### config.mk
export PLATFORM = sky130hd
export DESIGN_NAME = alu_exec_ctrl
export DESIGN_NICKNAME = d
export VERILOG_FILES = /design/src/rtl/alu_exec_ctrl.sv
export SDC_FILE = /design/constraint.sdc
export NUM_CORES = 1
export LEC_CHECK = 0
export CAP_MARGIN = 20
export CORE_ASPECT_RATIO = 0.8
export CORE_UTILIZATION = 55
export DETAILED_ROUTE_END_ITERATION = 10
export PLACE_DENSITY = 0.79
export SYNTH_ARGS = -nofsm -noshare
export SYNTH_HDL_FRONTEND = slang
export SYNTH_SLANG_ARGS = --single-unit
### constraint.sdc
create_clock -name clk -period 3.7 [get_ports clk]
set_clock_uncertainty 0.1 [all_clocks]
set_input_delay 0.925 -clock clk [delete_from_list [all_inputs] [get_ports clk]]
set_output_delay 0.925 -clock clk [all_outputs]
set_load 0.02 [all_outputs]
### src/rtl/alu_exec_ctrl.sv
// Three-state execute controller for an external combinational Alu.
// It holds an 8 x 16 register file and a carry flag, and retires one instruction every three cycles.
module alu_exec_ctrl (
  input  logic        clk,
  input  logic        resetN,
  input  logic [15:0] instr,
  input  logic        instrValid,
  output logic        instrReady,
  output logic        done,
  output logic        doneError,
  output logic [15:0] operand1,
  output logic [15:0] operand2,
  output logic        carryIn,
  output logic        enableAlu,
  output logic        enableShift,
  output logic        enableLoad,
  output logic [2:0]  aluOperation,
  output logic [2:0]  shiftOperation,
  output logic [2:0]  loadOperation,
  input  logic [15:0] result,
  input  logic        carryOut,
  input  logic [2:0]  dbgAddr,
  output logic [15:0] dbgData,
  output logic        carryFlag
);

  typedef enum logic [1:0] {StIdle, StExec, StRetire} state_e;

  localparam logic [1:0] ClsAlu   = 2'b00;
  localparam logic [1:0] ClsShift = 2'b01;
  localparam logic [1:0] ClsLoad  = 2'b10;
  localparam logic [1:0] ClsLdi   = 2'b11;

  state_e      state_q, state_d;
  logic [15:0] instr_q;
  logic [15:0] regs_q [8];
  logic        carry_q;

  logic [1:0]  cls;
  logic [2:0]  op, rd, rs, rt;
  logic [7:0]  imm;
  logic        is_ldi, illegal, accept;

  assign cls     = instr_q[15:14];
  assign op      = instr_q[13:11];
  assign rd      = instr_q[10:8];
  assign rs      = instr_q[7:5];
  assign rt      = instr_q[4:2];
  assign imm     = instr_q[7:0];
  assign is_ldi  = (cls == ClsLdi);
  assign illegal = is_ldi && (op != 3'b000);
  assign accept  = instrValid && instrReady;

  always_comb begin
    state_d = state_q;
    unique case (state_q)
      StIdle:   if (accept) state_d = StExec;
      StExec:   state_d = StRetire;
      StRetire: state_d = StIdle;
      default:  state_d = StIdle;
    endcase
  end

  always_ff @(posedge clk or negedge resetN) begin
    if (!resetN) begin
      state_q <= StIdle;
      instr_q <= '0;
    end else begin
      state_q <= state_d;
      if (accept) instr_q <= instr;
    end
  end

  // Writeback on the EXEC->RETIRE edge; Alu result is built from pre-write register values.
  always_ff @(posedge clk or negedge resetN) begin
    if (!resetN) begin
      for (int i = 0; i < 8; i++) regs_q[i] <= '0;
      carry_q <= 1'b0;
    end else if (state_q == StExec) begin
      if (!is_ldi) begin
        regs_q[rd] <= result;
        carry_q    <= carryOut;
      end else if (!illegal) begin
        regs_q[rd] <= {8'h00, imm};
      end
    end
  end

  always_comb begin
    instrReady     = (state_q == StIdle);
    done           = (state_q == StRetire);
    doneError      = (state_q == StRetire) && illegal;
    carryIn        = carry_q;
    carryFlag      = carry_q;
    dbgData        = regs_q[dbgAddr];
    operand1       = '0;
    operand2       = '0;
    enableAlu      = 1'b0;
    enableShift    = 1'b0;
    enableLoad     = 1'b0;
    aluOperation   = '0;
    shiftOperation = '0;
    loadOperation  = '0;
    if ((state_q == StExec) && !is_ldi) begin
      operand1 = regs_q[rs];
      operand2 = regs_q[rt];
      case (cls)
        ClsAlu: begin
          enableAlu    = 1'b1;
          aluOperation = op;
        end
        ClsShift: begin
          enableShift    = 1'b1;
          shiftOperation = op;
        end
        ClsLoad: begin
          enableLoad    = 1'b1;
          loadOperation = op;
        end
        default: ;
      endcase
    end
  end

endmodule

==> impl_metrics.py <==
metrics = {
    "run_status": {
        "status": "finished clean",
    },
    "pwr": {
        "powerDensity_nw_per_um2": 808,
        "p_leak_nw": 4.70,
        "peakVddDrop_v": 0.000403,
    },
    "sta": {
        "rsz0062_at_grt": "false",
        "setup_tns_ns": 0,
        "fin_crit_ns": 3.66,
        "worst_pin_slew_ns": 0.800,
        "max_freq_mhz": 273,
        "setup_slack_ns": 0.0370,
        "slew_violations": 0,
        "hold_ws_ns": 0.409,
        "fin_crit_sh_pct": 99.0,
        "final_hold_viol_count": 0,
        "slew_headroom_pct": 46.7,
        "final-setup-viol-count": 0,
    },
    "synth": {
        "synth-seq-area-share_pct": 40.8,
        "syn_inst": 687,
        "synth.most_common_cell": "mux2_2",
        "synth_area_sq_um": 9010,
        "synthFlopType": "dfrtp_1",
        "ys_ff_latch": 147,
        "synth.area.top_cells": "dfrtp_1 (41%), mux2_2 (36%), mux4_2 (8.0%)",
        "synth_common_cells": "mux2_2 (287), dfrtp_1 (147), o22ai_1 (64), clkbuf_1 (43), nor3_1 (34)",
        "synth_top_area_cell": "dfrtp_1",
        "ys_warn_count": 0,
        "synth_edf_count": 0,
        "synth.net_count": 726,
        "ys_async_sr_fraction_pct": 100,
        "yosys.cell_types.count": 33,
        "synth_top_area_share_pct": 40.8,
        "avgSynthCellArea_sq_um": 13.1,
    },
    "detailed_routing": {
        "firstDrtPassIters": 5,
        "route.detailed.wl_per_inst_microns": 25.0,
        "wl_met3_mm": 1.90,
        "num_vias": 6612,
        "drc_errors": 0,
        "antenna_left": 0,
        "drt-met1-wl_mm": 10.2,
        "finalWirelength_mm": 25.0,
        "avgViaCountPerCell": 6.59,
        "highest_layer": "met4",
        "dr.first_iter.drc_count": 526,
        "wl_met2_mm": 12.2,
    },
    "clock_tree": {
        "clockBufferDepth": 2,
        "clkTransAtPathRegs_ns": 0.07,
        "numCtsBuffers": 17,
        "cts_tree": "built",
        "htree_levels": 4,
        "cts.sinks": 147,
        "cts-root-buf": "clkbuf_16",
        "cts_setup_buffers": 0,
        "clk-insertion-delay-late_ns": 0.43,
    },
    "floorplan": {
        "fp.dieW_microns": 145,
        "die_area_sq_um": 16900,
        "core_area_sq_um": 15900,
        "start_util_pct": 56.6,
        "num_rows": 41,
        "fp.dieH_microns": 116,
        "num_io_pins": 104,
    },
    "place": {
        "port_buffers": 103,
        "placed_cells": 970,
        "post-place-ws_ns": -0.166,
        "place_area_sq_um": 10400,
        "place.gp.congestion": 0.882,
        "dp_hpwl_mm": 15.5,
    },
    "cells_and_area": {
        "synthToLayoutAreaGrowth_pct": 22.6,
        "final_nets": 814,
        "antenna_cells": 0,
        "drive_gt1_share_pct": 51.6,
        "final_cells": 1003,
        "stdcell_area_sq_um": 11000,
        "nFillCells": 1108,
    },
    "critical_path": {
        "rr_startpoint": "instr_q[12]",
        "crit_path_end_kind": "primary output",
        "cp.required_ns": 2.67,
        "critPathLaunch": "dbgAddr[1]",
        "crit_chain": "clkdlybuf4s15_2 -> bufbuf_16 -> mux4_2 -> mux2_2 -> clkdlybuf4s50_1",
        "path_class": "in2out",
        "critPathSlowestCell": "clkdlybuf4s50_1",
        "critPathMaxStageDelay_ns": 0.54,
        "worstPathArrival_ns": 2.64,
        "start_kind": "input port",
        "path_max_fanout": 16,
    },
    "grt": {
        "overflow": 0,
        "grt_usage_pct": 30.8,
        "grt_pass1_vias": 6864,
        "antenna_found_initial": 0,
        "grt_max_degree": 80,
        "grt_pass1_wl_mm": 39.0,
    },
    "hold_path": {
        "min_path_type": "in2async",
    },
    "job": {
        "maxCapViolations": 0,
    },
}
routing by layer:
layer	GRT usage, %	up-vias
met3	8.36	60
met4	14.0	0
met1	38.3	3399
met2	51.2	341
met5	0	-
li1	-	2812
cell type report:
class	instances	area [sq um]	share of cell area, %
Clock inverter	15	204	1.85
Timing Repair Buffer	133	1420	12.8
Tap cell	215	269	2.44
Clock buffer	17	425	3.85
Multi-Input combinational cell	474	5040	45.6
Inverter	2	7.51	0.0680
Sequential cell	147	3680	33.3
state kept, by name, summed over array words and instances, names as in the netlist:
register / cells
carryFlag: 1
instr_q: 16
regs_q: 128
state_q: 2
cell families after synthesis:
kind of cell	share of synthesized area, %
AOI/OAI and AO/OA	4.86
buffers and inverters	3.31
DFF	40.8
muxes	45.5
and+or+nand+nor	5.45
worst paths after layout:
| path | endpoint | slack (ns) | cells past startpoint |
|---|---|---|---|
| setup / recovery | dbgData[7] | 0.04 | 5 |
| hold / removal | instr_q[11] | 0.41 | 1 |
| setup reg to reg | regs_q[12] | 1.46 | 3 |
| hold reg to reg | instr_q[0] | 0.41 | 1 |
| max in group asynchronous | regs_q[23] | 2.30 | 2 |
| min in group clk | instr_q[0] | 0.41 | 1 |
what timing repair did:
item                                    4_1_cts  5_1_grt
gates resized for setup                       3        7
hold buffers                                  0        0
endpoints found under the setup margin       16        7
cloned                                        1        0
placed cells by master (no fill, tap or decap), types with 2 or more instances in the layout:
cell type,n
and2_1,15
buf_4,19
clkbuf_16,17
clkinvlp_4,4
o22ai_1,64
dfrtp_1,145
buf_12,10
dfrtp_2,2
nand2b_1,5
mux2_2,287
mux2_4,10
clkinv_2,2
dlymetal6s2s_1,6
nor3_1,33
nor3b_1,4
and2_2,3
or2_2,2
inv_6,4
inv_1,2
mux4_2,32
nand2_1,5
bufinv_16,4
clkdlybuf4s50_1,94
critical path: cells and delay by family:
| kind | cells | cell delay (ns) |
|---|---|---|
| buffers and inverters | 3 | 1.12 |
| multiplexers | 2 | 0.59 |
report_power, final:
group | total [mW] | switching [mW] | internal, mW
Combinational | 3.91 | 1.61 | 2.30
Sequential | 3.15 | 0.817 | 2.33
Clock | 1.87 | 0.731 | 1.13
Total | 8.92 | 3.16 | 5.76
through the flow:
stage | utilization (%) | power (mW)
floorplan | - | 5.69
global placement | 65.1 | 6.73
detailed placement | 65.1 | 6.96
CTS | 69.3 | 8.87
global route | 69.4 | 9.33
finish | 69.4 | 8.92
(Power assumes the default switching activity.)
